==> config.mk <==
export PLATFORM = sky130hd
export DESIGN_NAME = spmv_vec_reader_flat
export DESIGN_NICKNAME = d
export VERILOG_FILES = /design/src/rtl/spmv_vec_reader_if.sv /design/src/rtl/spmv_vec_reader.sv /design/src/flat_wrapper.sv
export SDC_FILE = /design/constraint.sdc
export NUM_CORES = 1
export LEC_CHECK = 0
export CAP_MARGIN = 20
export CORE_MARGIN = 2
export CORE_UTILIZATION = 40
export DETAILED_ROUTE_END_ITERATION = 10
export HOLD_SLACK_MARGIN = 0.08
export PLACE_DENSITY = 0.74
export SLEW_MARGIN = 15
export SYNTH_ARGS = -nofsm -noshare
export SYNTH_HDL_FRONTEND = slang
export SYNTH_SLANG_ARGS = --single-unit
==> constraint.sdc <==
create_clock -name s_aclk -period 6.89 [get_ports s_aclk]
set_clock_uncertainty 0.1 [all_clocks]
set_input_delay 0.689 -clock s_aclk [delete_from_list [all_inputs] [get_ports s_aclk]]
set_output_delay 0.689 -clock s_aclk [all_outputs]
set_load 0.1 [all_outputs]
==> src/rtl/spmv_vec_reader_if.sv <==
// Bundles the command, AXI4 read and AXI-Stream output signals of the vector reader.
// Latency: none, this is wiring only.
// Backpressure: carried by the ready/valid pairs inside; the master modport is the reader's view.
interface spmv_vec_reader_if;
    // Command channel
    logic        cmd_valid;
    logic        cmd_ready;
    logic [31:0] cmd_addr;
    logic [15:0] cmd_len;
    // AXI4 read address channel
    logic [3:0]  m_axi_arid;
    logic [31:0] m_axi_araddr;
    logic [7:0]  m_axi_arlen;
    logic [2:0]  m_axi_arsize;
    logic [1:0]  m_axi_arburst;
    logic        m_axi_arvalid;
    logic        m_axi_arready;
    // AXI4 read data channel
    logic [3:0]  m_axi_rid;
    logic [31:0] m_axi_rdata;
    logic [1:0]  m_axi_rresp;
    logic        m_axi_rlast;
    logic        m_axi_rvalid;
    logic        m_axi_rready;
    // AXI-Stream output
    logic [31:0] m_axis_tdata;
    logic        m_axis_tvalid;
    logic        m_axis_tready;
    logic        m_axis_tlast;

    modport master (
        input  cmd_valid, cmd_addr, cmd_len,
        output cmd_ready,
        output m_axi_arid, m_axi_araddr, m_axi_arlen, m_axi_arsize, m_axi_arburst, m_axi_arvalid,
        input  m_axi_arready,
        input  m_axi_rid, m_axi_rdata, m_axi_rresp, m_axi_rlast, m_axi_rvalid,
        output m_axi_rready,
        output m_axis_tdata, m_axis_tvalid, m_axis_tlast,
        input  m_axis_tready
    );

    modport slave (
        output cmd_valid, cmd_addr, cmd_len,
        input  cmd_ready,
        input  m_axi_arid, m_axi_araddr, m_axi_arlen, m_axi_arsize, m_axi_arburst, m_axi_arvalid,
        output m_axi_arready,
        output m_axi_rid, m_axi_rdata, m_axi_rresp, m_axi_rlast, m_axi_rvalid,
        input  m_axi_rready,
        input  m_axis_tdata, m_axis_tvalid, m_axis_tlast,
        output m_axis_tready
    );
endinterface

==> src/rtl/spmv_vec_reader.sv <==
// Turns (byte addr, word count) commands into 4 KB-safe INCR read bursts and streams the words out with tlast.
// Latency: cmd -> arvalid 1 cycle, R beat -> tvalid 1 cycle, one idle cycle between bursts of a command.
// Backpressure: single-entry output register; rready drops while that register is full and tready is low.
module spmv_vec_reader #(
    parameter int unsigned MAX_BURST = 16,
    parameter logic [3:0]  AXI_ID    = 4'h0
) (
    input  logic              s_aclk,
    input  logic              s_areset,
    spmv_vec_reader_if.master bus,
    output logic              busy,
    output logic              done,
    output logic              err
);
    typedef enum logic [1:0] {IDLE, ADDR, DATA} state_t;

    localparam logic [16:0] LP_MAX = 17'(MAX_BURST);

    state_t      r_state;
    state_t      w_state_nxt;
    logic [31:0] r_addr;
    logic [15:0] r_rem;
    logic [31:0] r_araddr;
    logic [7:0]  r_arlen;
    logic [8:0]  r_cnt;
    logic [31:0] r_tdata;
    logic        r_tvalid;
    logic        r_tlast;
    logic        r_err;
    logic        r_zdone;

    logic        w_cmd_rdy;
    logic        w_arvalid;
    logic        w_rready;
    logic        w_cmd_hs;
    logic        w_ar_hs;
    logic        w_r_hs;
    logic        w_t_hs;
    logic        w_cnt_last;
    logic [31:0] w_src_addr;
    logic [15:0] w_src_rem;
    logic [10:0] w_room;
    logic [16:0] w_b0;
    logic [16:0] w_beats;
    logic [8:0]  w_cur_beats;
    logic        w_unused;

    assign w_cmd_hs    = bus.cmd_valid && w_cmd_rdy;
    assign w_ar_hs     = w_arvalid && bus.m_axi_arready;
    assign w_r_hs      = bus.m_axi_rvalid && w_rready;
    assign w_t_hs      = r_tvalid && bus.m_axis_tready;
    assign w_cnt_last  = (r_cnt == 9'd1);
    assign w_cur_beats = {1'b0, r_arlen} + 9'd1;

    // The next burst starts from the incoming command in IDLE, otherwise from the running address.
    assign w_src_addr = (r_state == IDLE) ? {bus.cmd_addr[31:2], 2'b00} : r_addr;
    assign w_src_rem  = (r_state == IDLE) ? bus.cmd_len : r_rem;
    assign w_room     = 11'd1024 - {1'b0, w_src_addr[11:2]};
    assign w_b0       = ({1'b0, w_src_rem} < LP_MAX) ? {1'b0, w_src_rem} : LP_MAX;
    assign w_beats    = (w_b0 < {6'd0, w_room}) ? w_b0 : {6'd0, w_room};

    // State register.
    always_ff @(posedge s_aclk) begin
        if (s_areset) r_state <= IDLE;
        else          r_state <= w_state_nxt;
    end

    // Next-state and FSM-decoded handshake outputs.
    always_comb begin
        w_state_nxt = r_state;
        w_cmd_rdy   = 1'b0;
        w_arvalid   = 1'b0;
        w_rready    = 1'b0;
        busy        = 1'b1;
        case (r_state)
            IDLE: begin
                busy      = 1'b0;
                w_cmd_rdy = !s_areset;
                if (bus.cmd_valid && !s_areset && (bus.cmd_len != 16'd0))
                    w_state_nxt = ADDR;
            end
            ADDR: begin
                w_arvalid = 1'b1;
                if (bus.m_axi_arready) w_state_nxt = DATA;
            end
            DATA: begin
                w_rready = !r_tvalid || bus.m_axis_tready;
                if (bus.m_axi_rvalid && w_rready && w_cnt_last)
                    w_state_nxt = (r_rem != 16'd0) ? ADDR : IDLE;
            end
            default: w_state_nxt = IDLE;
        endcase
    end

    // Command latch, burst bookkeeping, output register and sticky error.
    always_ff @(posedge s_aclk) begin
        if (s_areset) begin
            r_addr   <= '0;
            r_rem    <= '0;
            r_araddr <= '0;
            r_arlen  <= '0;
            r_cnt    <= '0;
            r_tdata  <= '0;
            r_tvalid <= 1'b0;
            r_tlast  <= 1'b0;
            r_err    <= 1'b0;
            r_zdone  <= 1'b0;
        end else begin
            r_zdone <= w_cmd_hs && (bus.cmd_len == 16'd0);
            if (w_cmd_hs) begin
                r_addr <= w_src_addr;
                r_rem  <= bus.cmd_len;
            end
            // Burst size is frozen on entry to ADDR so araddr/arlen stay stable until arready.
            if ((r_state != ADDR) && (w_state_nxt == ADDR)) begin
                r_araddr <= w_src_addr;
                r_arlen  <= 8'(w_beats - 17'd1);
            end
            if (w_ar_hs) begin
                r_addr <= r_addr + {21'd0, w_cur_beats, 2'b00};
                r_rem  <= r_rem - {7'd0, w_cur_beats};
                r_cnt  <= w_cur_beats;
            end
            if (w_r_hs) begin
                r_tdata  <= bus.m_axi_rdata;
                r_tvalid <= 1'b1;
                r_tlast  <= w_cnt_last && (r_rem == 16'd0);
                r_cnt    <= r_cnt - 9'd1;
                if ((bus.m_axi_rresp != 2'b00) || (bus.m_axi_rlast != w_cnt_last))
                    r_err <= 1'b1;
            end else if (w_t_hs) begin
                r_tvalid <= 1'b0;
                r_tlast  <= 1'b0;
            end
        end
    end

    assign bus.cmd_ready     = w_cmd_rdy;
    assign bus.m_axi_arid    = AXI_ID;
    assign bus.m_axi_araddr  = r_araddr;
    assign bus.m_axi_arlen   = r_arlen;
    assign bus.m_axi_arsize  = 3'b010;
    assign bus.m_axi_arburst = 2'b01;
    assign bus.m_axi_arvalid = w_arvalid;
    assign bus.m_axi_rready  = w_rready;
    assign bus.m_axis_tdata  = r_tdata;
    assign bus.m_axis_tvalid = r_tvalid;
    assign bus.m_axis_tlast  = r_tlast;

    assign done = (w_t_hs && r_tlast) || r_zdone;
    assign err  = r_err;

    // rid and the low address bits carry no information for this reader.
    assign w_unused = ^{bus.m_axi_rid, bus.cmd_addr[1:0]};
endmodule

==> src/flat_wrapper.sv <==
// flat-port wrapper written by rule: the top's interface ports become plain ports
module spmv_vec_reader_flat 
#(
    parameter int unsigned MAX_BURST = 16,
    parameter logic [3:0]  AXI_ID    = 4'h0
)
  (s_aclk, s_areset, busy, done, err, bus_cmd_valid, bus_cmd_addr, bus_cmd_len, bus_cmd_ready, bus_m_axi_arid, bus_m_axi_araddr, bus_m_axi_arlen, bus_m_axi_arsize, bus_m_axi_arburst, bus_m_axi_arvalid, bus_m_axi_arready, bus_m_axi_rid, bus_m_axi_rdata, bus_m_axi_rresp, bus_m_axi_rlast, bus_m_axi_rvalid, bus_m_axi_rready, bus_m_axis_tdata, bus_m_axis_tvalid, bus_m_axis_tlast, bus_m_axis_tready);
  spmv_vec_reader_if bus_i ();
  input  logic s_aclk;
  input  logic s_areset;
  output logic busy;
  output logic done;
  output logic err;
  input wire logic [$bits(bus_i.cmd_valid)-1:0] bus_cmd_valid;
  input wire logic [$bits(bus_i.cmd_addr)-1:0] bus_cmd_addr;
  input wire logic [$bits(bus_i.cmd_len)-1:0] bus_cmd_len;
  output wire logic [$bits(bus_i.cmd_ready)-1:0] bus_cmd_ready;
  output wire logic [$bits(bus_i.m_axi_arid)-1:0] bus_m_axi_arid;
  output wire logic [$bits(bus_i.m_axi_araddr)-1:0] bus_m_axi_araddr;
  output wire logic [$bits(bus_i.m_axi_arlen)-1:0] bus_m_axi_arlen;
  output wire logic [$bits(bus_i.m_axi_arsize)-1:0] bus_m_axi_arsize;
  output wire logic [$bits(bus_i.m_axi_arburst)-1:0] bus_m_axi_arburst;
  output wire logic [$bits(bus_i.m_axi_arvalid)-1:0] bus_m_axi_arvalid;
  input wire logic [$bits(bus_i.m_axi_arready)-1:0] bus_m_axi_arready;
  input wire logic [$bits(bus_i.m_axi_rid)-1:0] bus_m_axi_rid;
  input wire logic [$bits(bus_i.m_axi_rdata)-1:0] bus_m_axi_rdata;
  input wire logic [$bits(bus_i.m_axi_rresp)-1:0] bus_m_axi_rresp;
  input wire logic [$bits(bus_i.m_axi_rlast)-1:0] bus_m_axi_rlast;
  input wire logic [$bits(bus_i.m_axi_rvalid)-1:0] bus_m_axi_rvalid;
  output wire logic [$bits(bus_i.m_axi_rready)-1:0] bus_m_axi_rready;
  output wire logic [$bits(bus_i.m_axis_tdata)-1:0] bus_m_axis_tdata;
  output wire logic [$bits(bus_i.m_axis_tvalid)-1:0] bus_m_axis_tvalid;
  output wire logic [$bits(bus_i.m_axis_tlast)-1:0] bus_m_axis_tlast;
  input wire logic [$bits(bus_i.m_axis_tready)-1:0] bus_m_axis_tready;
  assign bus_i.cmd_valid = bus_cmd_valid;
  assign bus_i.cmd_addr = bus_cmd_addr;
  assign bus_i.cmd_len = bus_cmd_len;
  assign bus_cmd_ready = bus_i.cmd_ready;
  assign bus_m_axi_arid = bus_i.m_axi_arid;
  assign bus_m_axi_araddr = bus_i.m_axi_araddr;
  assign bus_m_axi_arlen = bus_i.m_axi_arlen;
  assign bus_m_axi_arsize = bus_i.m_axi_arsize;
  assign bus_m_axi_arburst = bus_i.m_axi_arburst;
  assign bus_m_axi_arvalid = bus_i.m_axi_arvalid;
  assign bus_i.m_axi_arready = bus_m_axi_arready;
  assign bus_i.m_axi_rid = bus_m_axi_rid;
  assign bus_i.m_axi_rdata = bus_m_axi_rdata;
  assign bus_i.m_axi_rresp = bus_m_axi_rresp;
  assign bus_i.m_axi_rlast = bus_m_axi_rlast;
  assign bus_i.m_axi_rvalid = bus_m_axi_rvalid;
  assign bus_m_axi_rready = bus_i.m_axi_rready;
  assign bus_m_axis_tdata = bus_i.m_axis_tdata;
  assign bus_m_axis_tvalid = bus_i.m_axis_tvalid;
  assign bus_m_axis_tlast = bus_i.m_axis_tlast;
  assign bus_i.m_axis_tready = bus_m_axis_tready;
  spmv_vec_reader #(.MAX_BURST(MAX_BURST), .AXI_ID(AXI_ID)) u_core (.s_aclk(s_aclk), .s_areset(s_areset), .bus(bus_i), .busy(busy), .done(done), .err(err));
endmodule
==> results of run 1 <==
-- worst min-delay path, delay by kind of cell (launching register included) --
kind / cells / cell delay (ns)
flip-flops: 1 / 0.30
AND/OR/NAND/NOR: 1 / 0.05
AO/OA/AOI/OAI: 1 / 0.05
-- metal layers --
layer | wire [um] | track usage | vias up
met2 | 10500 | 0.348 | 318
met5 | 0 | 0 | -
met3 | 1730 | 0.0419 | 32
met4 | 412 | 0.0761 | 0
met1 | 10300 | 0.312 | 3661
li1 | - | - | 3850
-- worst paths after layout --
check	startpoint	endpoint	slack, ns	cells after the start
worst max register to register	u_core.r_state[0]	u_core.bus.m_axi_arlen[6]	1.72	19
worst min register to register	u_core.bus.m_axis_tdata[5]	u_core.bus.m_axis_tdata[5]	0.35	2
worst min-delay path	u_core.bus.m_axis_tdata[5]	u_core.bus.m_axis_tdata[5]	0.35	2
worst max-delay path	u_core.r_state[0]	u_core.bus.m_axi_arlen[6]	1.72	19
-- sequential cells by signal (all words and copies together) (netlist names) --
name and cells:
u_core.bus.m_axis_tdata 32, u_core.err 1, u_core.bus.m_axis_tvalid 1, u_core.r_state 2, u_core.bus.m_axi_arlen 8, u_core.r_addr 32
u_core.r_zdone 1, u_core.r_rem 16, u_core.r_cnt 9, u_core.bus.m_axis_tlast 1, u_core.bus.m_axi_araddr 32
-- area by class of cell --
| class | instances | area share |
|---|---|---|
| Tap cell | 260 | 0.0322 |
| Timing Repair Buffer | 176 | 0.172 |
| Clock inverter | 13 | 0.0122 |
| Multi-Input combinational cell | 774 | 0.463 |
| Inverter | 27 | 0.0100 |
| Sequential cell | 135 | 0.268 |
| Clock buffer | 19 | 0.0429 |
-- power by group --
group,switching (mW),internal (mW)
Sequential,0.0473,0.826
Clock,0.368,0.500
Combinational,0.438,0.222
Total,0.854,1.55
-- kinds of logic after synthesis --
family / after synthesis / synth area share
XOR/XNOR: 29 / 0.0329
flip-flops: 135 / 0.350
other: 2 / 0.000974
AO/OA/AOI/OAI: 261 / 0.229
buffers and inverters: 92 / 0.0510
AND/OR/NAND/NOR: 418 / 0.254
multiplexers: 16 / 0.0232
adder cells (fa/ha/maj): 35 / 0.0587
-- per-stage QoR --
step	area, um2	total power, mW
floorplan	7760	1.36
global placement	9530	1.53
detailed placement	9530	1.54
CTS	10100	2.41
global route	10100	2.51
finish	10100	2.40
-- placed cells by master (no fill, tap or decap), types with 4 or more instances in the layout --
master	instances
nand2_1	178
clkdlybuf4s50_1	165
dfxtp_1	135
a21oi_1	85
nor2_1	83
ha_1	33
nand3_1	29
a31oi_1	27
inv_1	25
xnor2_1	23
a311oi_1	23
nor3_1	19
o21ai_0	19
or3_1	18
a22oi_1	18
clkbuf_16	17
conb_1	15
o211ai_1	14
nand4_1	12
and3_1	12
a211oi_1	12
nand2b_1	11
buf_4	11
mux2i_1	10
o311ai_0	9
and2_1	8
nor4_1	7
or4_1	7
o21a_1	6
xor2_1	6
nand3b_1	6
o22ai_1	6
a221oi_1	6
mux2_2	5
nor2b_1	5
a21o_1	4
nor3b_1	4
a2bb2oi_1	4
clkinvlp_4	4
inv_6	4
==> out/summary.md, run 1 <==
Type of the worst setup path: flip-flop to flip-flop. The clock tree root buffer cell was clkbuf_16. Entering global routing, the biggest net connects 74 pins. The run gives 0 as the remaining antenna violation count after routing.

The worst-skew pair later-pin latency is 0.43 ns. In the final layout, flip-flops and latches occupy 2700 um2. The area share of the leading cell type in the synthesized netlist works out to 0.350.

The logs give 135 for the number of clock sinks and 0.536 for the final core utilization. Setup slack on the critical path of the routed design comes to 1.72 ns. The number of warning messages in the yosys log came out at 0. For this block, the via count after detailed routing is 7861.

The logs give 194 MHz for the highest achievable clock rate and 20400 um2 for the floorplan die area. Summed over all cells, the static leakage comes to 3.66 nW. The worst slew margin relative to its limit is 0.298, and the clock input transition at the sequential cells of the worst setup and hold paths is 0.06 ns.

The fraction of layout cells with a size suffix above 1 was 0.0559. For the routability-driven placement congestion ratio, the log shows 0.886. The total inserted antenna cells was 0. The delay of the slowest cell on the worst path works out to 0.47 ns. The run finished with clean final reports. Among cell families on the critical path, the largest total delay comes from simple AND/OR/NAND/NOR gates. During placement, the flow inserted port buffers numbering 166. Most frequent cell on the critical path: ha_1. The detailed router finished its first iteration with 635 violations.

The total instance count after detailed placement came out at 1372. For this run, design rule violations remaining after detail routing come to 0. The fraction of synthesis flops using an asynchronous set or reset pin is 0, and the final count of hold timing violations is 0. Cell row count: 50.

The maximum VDD drop came out at 0.183 mV. The biggest area contributor in the post-synthesis netlist is dfxtp_1. Setup violations remaining at the end of the flow were counted as 0.

The run gives 16100 um as the half-perimeter wire length of the detailed placement result. Post-route clock period utilization: 0.750. Buffers inserted to repair hold after CTS numbered 0. Data arrival time of the worst path: 5.38 ns.

Mean post-synth cell area: 7.80 um2. The clock tree synthesis step divided the H-tree into 4 levels. Dominant register cell in the synthesized netlist: dfxtp_1. Setup repair after global routing left no endpoint under its margin.

Iteration count of the initial detailed-routing pass: 7. The tool flagged a number of max-cap violations equal to 0. For the smallest hold slack, the log shows 0.351 ns. Traced cell by cell, the critical path runs through nor2_4 > mux2_2 > inv_1 > ha_1 > nor3b_1 > xnor2_1 > mux2i_1 > ha_1 > nand4_1 > nor3_1 > and3_1 > a221o_2 > nor2_2 > nor2_1 > a21oi_1 > ha_1 > a31o_2 > a21oi_1 > o31a_1. The final critical-path required period was 5.17 ns. Along the worst path, the maximum fanout reaches 18. The filler cells instantiated in the layout total 1731. Number of library cell types mapped by synthesis: 71. In this run the standard cell core region covers 18800 um2.

The first global-routing pass estimated 36600 um of wire. In this run the post-CTS setup repair buffer count came out at 0. Counting flops with a built-in enable in the synthesized netlist gives 0. By area the synthesized netlist is led by dfxtp_1 (35%), nand2_1 (8.7%), a21oi_1 (5.5%). Using the TritonRoute via totals, the vias-per-cell ratio works out to 5.60. Summing all multi-input logic gate instances after layout gives 4670 um2.

The synthesis-to-layout area growth is 30.8%, and the via count of the first global-routing pass is 7093. The count of pins over their slew limit is 0, and the post-CTS resize count is 0. The most frequent cell after synthesis is nand2_1. The tools report the critical path data required time as 7.10 ns. In this run the worst hold path is classified as flip-flop to flip-flop.

The tools report the starting density of the core as 0.410. The sequential element share of the synthesized area was 0.350. The all-layer global routing usage is 0.224, and the final instance count without filler cells is 1404. Buffers inserted during clock tree synthesis total 17. Cell with the largest stage delay on the worst path: nor2_4.

Counting flops and latches in the post-synthesis netlist gives 135. Global routing finished with a remaining overflow of 0. Synthesis produced a netlist whose cell count is 988. The longest clock path from root to sink contains 2 buffers. The initial antenna violation count was 0; the number of top-level design ports was 182. TritonCTS built the clock tree. The commonest cells after synthesis are nand2_1 (178), dfxtp_1 (135), a21oi_1 (85), nor2_1 (85), clkbuf_1 (46). The routed design has 23000 um of wire.

The wire length per cell after detailed routing was 16.4 um; the floorplan die width was 143 um. The launching element type of the critical path is a flip-flop. The total number of nets in the final design came out at 1259.

For the setup total negative slack, the log shows 0 ns. For this design the ratio of total power to cell area is 238 nW/um2. Capturing element type of the critical path: a flip-flop.

At the placement stage, the worst setup path has a slack of 1.59 ns. The die height was 143 um; the combined area of all synthesized cells was 7710 um2. For the pin with the worst max-slew slack, the measured transition is 1.05 ns.

The buffers plus inverters on the worst setup path came out at 1.
Note: power is estimated with default switching activity, not from simulation.
==> run 2: changes to the inputs <==
--- a/config.mk
+++ b/config.mk
@@ -10,7 +10,7 @@
 export CORE_UTILIZATION = 40
 export DETAILED_ROUTE_END_ITERATION = 10
 export HOLD_SLACK_MARGIN = 0.08
-export PLACE_DENSITY = 0.74
+export PLACE_DENSITY = 0.77
 export SLEW_MARGIN = 15
 export SYNTH_ARGS = -nofsm -noshare
 export SYNTH_HDL_FRONTEND = slang
==> constraint.sdc (replaced) <==
create_clock -name s_aclk -period 4.4 [get_ports s_aclk]
set_clock_uncertainty 0.1 [all_clocks]
set_input_delay 0.44 -clock s_aclk [delete_from_list [all_inputs] [get_ports s_aclk]]
set_output_delay 0.44 -clock s_aclk [all_outputs]
set_load 0.1 [all_outputs]
==> run 2 against run 1 <==
- clock power grew 66%
- register-to-register slack worse by 1.5 ns
- final cell count increased by 2.2%
- critical path type unchanged
==> out/summary.md, run 2 (same netlist as run 1, synthesis figures left out) <==
The flow ran to the end, and the final reports show no timing, DRC or antenna violations. Setup repair after global routing left no endpoint under its margin. The signal on the critical path passes through nor2_4 > mux2_2 > inv_1 > ha_2 > nor3b_2 > xnor2_1 > mux2i_1 > ha_1 > nand4_1 > nor3_1 > and3_1 > a221o_2 > or3_1 > o21a_1 > ha_2 > a31o_2 > a21oi_1 > o31a_1. The worst slew margin relative to its limit was 0.324 (+0.0258); the maximum number of pins on one net before global-route repair was 74 (unchanged). The remaining antenna violation count after routing is 0 (unchanged), and the initial antenna violation count is 1 (+1). The worst min-delay path category was flip-flop to flip-flop. The post-route clock period utilization was 0.952 (+0.202); the setup total negative slack was 0 ns (unchanged).

The most common library cell in the layout ignoring fill and taps was nand2_1. The number of maximum-capacitance constraint violations is 0 (unchanged). Switching share of power: 0.348 (-0.00741). The final core utilization is 0.552 (+0.0161), and the number of buffers inserted by port buffering is 166 (unchanged). The first-iteration detailed-routing DRC count is 623 (-1.9%). The total number of vias was 8022 (+2.0%). The tools report the placed instance area as 9780 um2 (+2.6%).

The run gives 135 (unchanged) as the number of clock sinks. The wire length per cell after detailed routing works out to 16.4 um (+0.30%). Global-route congestion overflow total: 0 (unchanged). The delay of the slowest cell on the worst path is 0.40 ns (-0.07 ns), and the worst slack at placement is -0.122 ns (-1.71 ns).

For the final design area excluding fillers, the log shows 10400 um2 (+3.0%). STA classifies the critical path endpoint as a flip-flop. met2 is the most crowded layer. The tools report the count of pins over their slew limit as 0 (unchanged). The run gives 239 MHz (+23%) as the highest achievable clock rate. The logs give 0.410 (unchanged) for the starting density of the core and 0 (unchanged) for the post-CTS resize count. The actual slew at the worst max-slew pin came out at 1.01 ns (-0.0385 ns). The count of buffers added by post-CTS timing repair for setup was 0 (unchanged); the routability-driven placement congestion ratio was 0.893 (+0.81%). The worst setup path is launched from a flip-flop. Post-cts hold buffer count: 0 (unchanged). The startpoint identified for the worst hold timing path is u_core.bus.m_axi_araddr[1]. The floorplan die width came out at 143 um (unchanged). The most critical setup path has its startpoint at u_core.r_state[1]. The iteration count of the initial detailed-routing pass is 5 (-2), and the power share of the clock group is 0.369 (+0.007). The static power due to leakage was 3.81 nW (+4.2%); the synthesis-to-layout area growth was 34.8%. The combinational cell fraction of total power came out at 0.280 (+0.005). For the total internal power, the log shows 2.53 mW (+64%). The final count of hold timing violations is 0 (unchanged). Maximum fanout along the worst path: 6 (-12). The startpoint identified for the worst register-to-register timing path is u_core.r_state[1]. For this design, the slowest cell found on the critical path is or3_1.

The H-tree level count was 4 (unchanged); the total number of nets in the final design was 1289 (+2.4%). The buffers plus inverters on the worst setup path was 1 (unchanged). For the data arrival time of the worst path, the log shows 4.45 ns (-0.93 ns).

The maximum number of buffers from clock root to sink was 2 (unchanged); the cell row count was 50 (unchanged). The final critical-path required period was 4.19 ns (-0.977 ns). The fraction of layout cells with a size suffix above 1 is 0.0869 (+0.0309). Clock input transition at the sequential cells of the worst setup and hold paths: 0.06 ns (about the same). The most frequent cell on the critical path was ha_2. The logs give 18800 um2 (unchanged) for the area inside the core boundary and 0.351 (-0.012) for the sequential fraction of design power. The worst-skew pair later-pin latency is 0.42 ns (about the same), and the count of final setup violators is 0 (unchanged). The run gives 4.67 ns (-2.43 ns) as the critical path data required time.

The global-route met2 utilization is 0.367 (+0.0192), and the all-layer global routing usage is 0.230 (+0.00620). The die height is 143 um (unchanged). The logs give 182 (unchanged) for the number of top-level design ports and 17 (unchanged) for the number of buffers created by CTS. For the DRC violation count after routing, the log shows 0 (unchanged). The tools report the wire length of the first global-routing pass as 37700 um (+3.2%).

The maximum VDD drop is 0.249 mV (+36%). The via density per instance is 5.59 (-0.16%), and the global routing met3 resource utilization is 0.0547 (+0.0127). For the via count of the first global-routing pass, the log shows 7360 (+3.8%). The kind of cell adding the most delay to the critical path was simple AND/OR/NAND/NOR gates.

The tree is rooted in a clkbuf_16. The library cells used most frequently in the layout, excluding fill and tap cells, are nand2_1 (178), clkdlybuf4s50_1 (164), dfxtp_1 (135). TritonCTS built the clock tree.

The tools report the sum of internal, switching and leakage power as 3.89 mW (+62%). For the floorplan die area, the log shows 20400 um2 (unchanged). The total length of routed wires was 23600 um (+2.5%); the total power divided by cell area was 374 nW/um2 (+57%). The worst setup path is of the flip-flop to flip-flop kind.

The net load switching power is 1.35 mW (+59%), and the half-perimeter wire length of the detailed placement result is 16700 um (+4.0%). The final worst setup slack is 0.212 ns (-1.51 ns). Global-route met1 utilization: 0.308 (-0.00387).
## run 2: layer usage
metal / share of wire / wire length [um]
met3: 0.079 / 1860
met5: 0 / 0
met2: 0.46 / 10900
met4: 0.020 / 472
met1: 0.44 / 10300
## run 2: worst min-delay path: stages (launching register included)
cell and delay [ns]:
dfxtp_1 0.30, nand2_1 0.05, a21oi_1 0.05
## run 2: power groups by stage
| stage | Sequential [mW] | Combinational, mW | Clock, mW |
|---|---|---|---|
| 6_report | 1.36 | 1.09 | 1.44 |
| 5_1_grt | 1.37 | 1.17 | 1.51 |
| 4_1_cts | 1.36 | 1.08 | 1.45 |
| 3_5_place_dp | 1.39 | 1.07 | 0 |
| 3_3_place_gp | 1.39 | 1.06 | 0 |
| 2_1_floorplan | 1.61 | 0.522 | 0 |
## run 2: worst paths after layout
path,end,slack (ns),cells past startpoint
max,u_core.bus.m_axi_arlen[6],0.21,18
min reg2reg,u_core.bus.m_axi_araddr[1],0.35,2
max reg2reg,u_core.bus.m_axi_arlen[6],0.21,18
min,u_core.bus.m_axi_araddr[1],0.35,2
## run 2: stage by stage
step | hold WS [ns] | cells
floorplan | 0.343 | 1001
global placement | 0.341 | 1402
detailed placement | 0.346 | 1402
CTS | 0.354 | 1434
global route | 0.371 | 1434
finish | 0.352 | 1435
## run 2: final cells by class
type	instances	area, um2
clock inverter	12	143
sequential	135	2700
clock buffer	20	447
antenna	1	2.50
timing repair buffer	206	1970
inverter	27	101
multi-input combinational	774	4700
tap	260	325
fill	1740	8440
==> run 3: changes to the inputs <==
--- a/config.mk
+++ b/config.mk
@@ -5,12 +5,12 @@
 export SDC_FILE = /design/constraint.sdc
 export NUM_CORES = 1
 export LEC_CHECK = 0
-export CAP_MARGIN = 20
 export CORE_MARGIN = 2
 export CORE_UTILIZATION = 40
 export DETAILED_ROUTE_END_ITERATION = 10
 export HOLD_SLACK_MARGIN = 0.08
 export PLACE_DENSITY = 0.77
+export SETUP_SLACK_MARGIN = 0.05
 export SLEW_MARGIN = 15
 export SYNTH_ARGS = -nofsm -noshare
 export SYNTH_HDL_FRONTEND = slang
==> run 3 against run 2 <==
- utilization increased by 1.1 points
- count of clock-buffer cells in the layout decreased by 1
- first-iteration DRC count decreased by 8.2%
- via count increased by 2.3%
- highest routed layer unchanged
==> out/summary.md, run 3 (same netlist as run 1, synthesis figures left out) <==
All-layer global routing usage: 0.228 (-0.00161). The logs give 24200 um (+2.6%) for the total length of routed wires and 3.94 nW (+3.2%) for the static power due to leakage. The wire length per cell after detailed routing is 16.7 um (+1.6%), and the actual slew at the worst max-slew pin is 0.999 ns (-0.0118 ns).

The tools report the initial antenna violation count as 1 (unchanged). The routability-driven placement congestion ratio came out at 0.893 (about the same). The path class of the tightest hold or removal check is flip-flop to flip-flop. The sum of internal, switching and leakage power is 3.99 mW (+2.6%), and the floorplan die area is 20400 um2 (unchanged).

In this run the critical register-to-register path is launched from u_core.r_state[0]. The final worst setup slack was 0.273 ns (+0.0612 ns); the power share of the clock group was 0.374 (+0.005). The final critical-path required period came out at 4.13 ns (-0.0612 ns). The sequential fraction of design power came out at 0.342 (-0.009). Critical path startpoint: u_core.r_state[0]. The tools report the post-cts hold buffer count as 0 (unchanged).

Maximum number of buffers from clock root to sink: 2 (unchanged). Compared with the post-synthesis result, the final layout area differs by 37.5%. The clock input transition at the sequential cells of the worst setup and hold paths was 0.06 ns (about the same); the maximum fanout along the worst path was 6 (unchanged). The logs give 242 MHz (+1.5%) for the highest achievable clock rate and 7555 (+2.6%) for the via count of the first global-routing pass.

Final-layout fill cell count: 1709 (-1.8%). The number of buffers inserted by port buffering is 166 (unchanged), and the combinational cell fraction of total power is 0.284 (+0.004). The count of pins over their slew limit was 0 (unchanged). In this run the most critical hold path is launched from u_core.bus.m_axi_araddr[1]. The via density per instance was 5.66 (+1.3%); the placed instance area was 9780 um2 (unchanged). The critical path data required time was 4.62 ns (-0.05 ns); the maximum VDD drop was 0.301 mV (+21%). The H-tree level count came out at 4 (unchanged). The capturing element type of the critical path was a flip-flop. The post-route clock period utilization is 0.938 (-0.0139). STA classifies the critical path startpoint as a flip-flop. The number of top-level design ports is 182 (unchanged). For the final core utilization, the log shows 0.563 (+0.0114).

The type of the worst setup path is flip-flop to flip-flop. The worst-skew pair later-pin latency was 0.42 ns (about the same). The tools report the area inside the core boundary as 18800 um2 (unchanged). The library cell used most frequently in the layout, excluding fill and tap cells, is nand2_1.

The number of buffers created by CTS was 17 (unchanged); the switching share of power was 0.344 (-0.00460). The total number of vias was 8208 (+2.3%). The run finished with clean final reports. Die height: 143 um (unchanged). The iteration count of the initial detailed-routing pass was 5 (unchanged); the total number of nets in the final design was 1303 (+1.1%).

The maximum number of pins on one net before global-route repair came out at 83 (+12%). The tools report the total internal power as 2.62 mW (+3.4%). The wire length of the first global-routing pass was 37500 um (-0.51%). For the cell row count, the log shows 50 (unchanged). The final count of hold timing violations was 0 (unchanged). The floorplan die width came out at 143 um (unchanged).

The tools report the remaining antenna violation count after routing as 0 (unchanged). The total power divided by cell area works out to 376 nW/um2 (+0.54%). The worst slack at placement is -0.0591 ns (+0.0627 ns), and the DRC violation count after routing is 0 (unchanged).

The data arrival time of the worst path is 4.35 ns (-0.10 ns). The logs give 0 (unchanged) for the global-route congestion overflow total and 572 (-8.2%) for the first-iteration detailed-routing DRC count. The logs give 135 (unchanged) for the number of clock sinks and 0 ns (unchanged) for the setup total negative slack. The fraction of layout cells with a size suffix above 1 is 0.0993 (+0.0124), and the half-perimeter wire length of the detailed placement result is 16500 um (-0.96%). In the layout the commonest cells are nand2_1 (178), clkdlybuf4s50_1 (164), dfxtp_1 (135). The final design area excluding fillers was 10600 um2 (+2.1%); the number of maximum-capacitance constraint violations was 0 (unchanged). The tools report the worst slew margin relative to its limit as 0.332 (+0.00790). TritonCTS built the clock tree.

Starting density of the core: 0.410 (unchanged). Count of final setup violators: 0 (unchanged). The net load switching power is 1.37 mW (+1.3%). The tree is rooted in a clkbuf_16.
[run 3: area by class of cell]
type | count | area (um2) | share of cell area
Antenna cell | 1 | 2.50 | 0.000236
Clock buffer | 19 | 443 | 0.0418
Clock inverter | 13 | 170 | 0.0160
Inverter | 27 | 101 | 0.00956
Multi-Input combinational cell | 774 | 4740 | 0.447
Sequential cell | 135 | 2700 | 0.255
Tap cell | 260 | 325 | 0.0307
Timing Repair Buffer | 220 | 2130 | 0.200
[run 3: final timing paths]
path,endpoint,slack (ns),depth (start not counted)
max reg2reg,u_core.bus.m_axi_arlen[2],0.27,19
min,u_core.bus.m_axi_araddr[1],0.35,2
max,u_core.bus.m_axi_arlen[2],0.27,19
min reg2reg,u_core.bus.m_axi_araddr[1],0.35,2
[run 3: power by group through the flow]
| stage | Sequential (mW) | Combinational [mW] | Clock, mW |
|---|---|---|---|
| final | 1.37 | 1.13 | 1.49 |
| after global routing | 1.38 | 1.21 | 1.57 |
| after CTS | 1.36 | 1.08 | 1.51 |
| after detailed placement | 1.39 | 1.07 | 0 |
| after global placement | 1.39 | 1.06 | 0 |
| after floorplan | 1.61 | 0.522 | 0 |
[run 3: what timing repair did]
item,4_1_cts,5_1_grt
setup buffers,0,12
endpoints found under the setup margin,0,3
resized for setup,0,12
[run 3: per-layer routing]
| metal | wire (um) | vias up | track usage |
|---|---|---|---|
| li1 | - | 3951 | - |
| met2 | 11400 | 348 | 0.379 |
| met1 | 10400 | 3868 | 0.296 |
| met4 | 468 | 0 | 0.0735 |
| met3 | 1930 | 41 | 0.0506 |
| met5 | 0 | - | 0 |
[run 3: metrics by stage]
| stage | instances | hold WS, ns |
|---|---|---|
| finish | 1449 | 0.352 |
| global route | 1448 | 0.367 |
| CTS | 1434 | 0.352 |
| detailed placement | 1402 | 0.344 |
| global placement | 1402 | 0.339 |
| floorplan | 1001 | 0.343 |
[run 3: critical path, cell delays in order (launching register included)]
cell and delay, ns:
dfxtp_1 0.33, nor2_4 0.26, mux2_4 0.34, inv_1 0.11, ha_4 0.16, nor3b_2 0.21
xnor2_1 0.09, mux2i_1 0.21, ha_1 0.28, nand4_1 0.12, nor3_1 0.08, and3_1 0.18
a221o_2 0.41, or3_4 0.39, o21a_1 0.12, ha_2 0.22, buf_4 0.14, nor2_1 0.08
nand4_1 0.11, o311ai_1 0.10
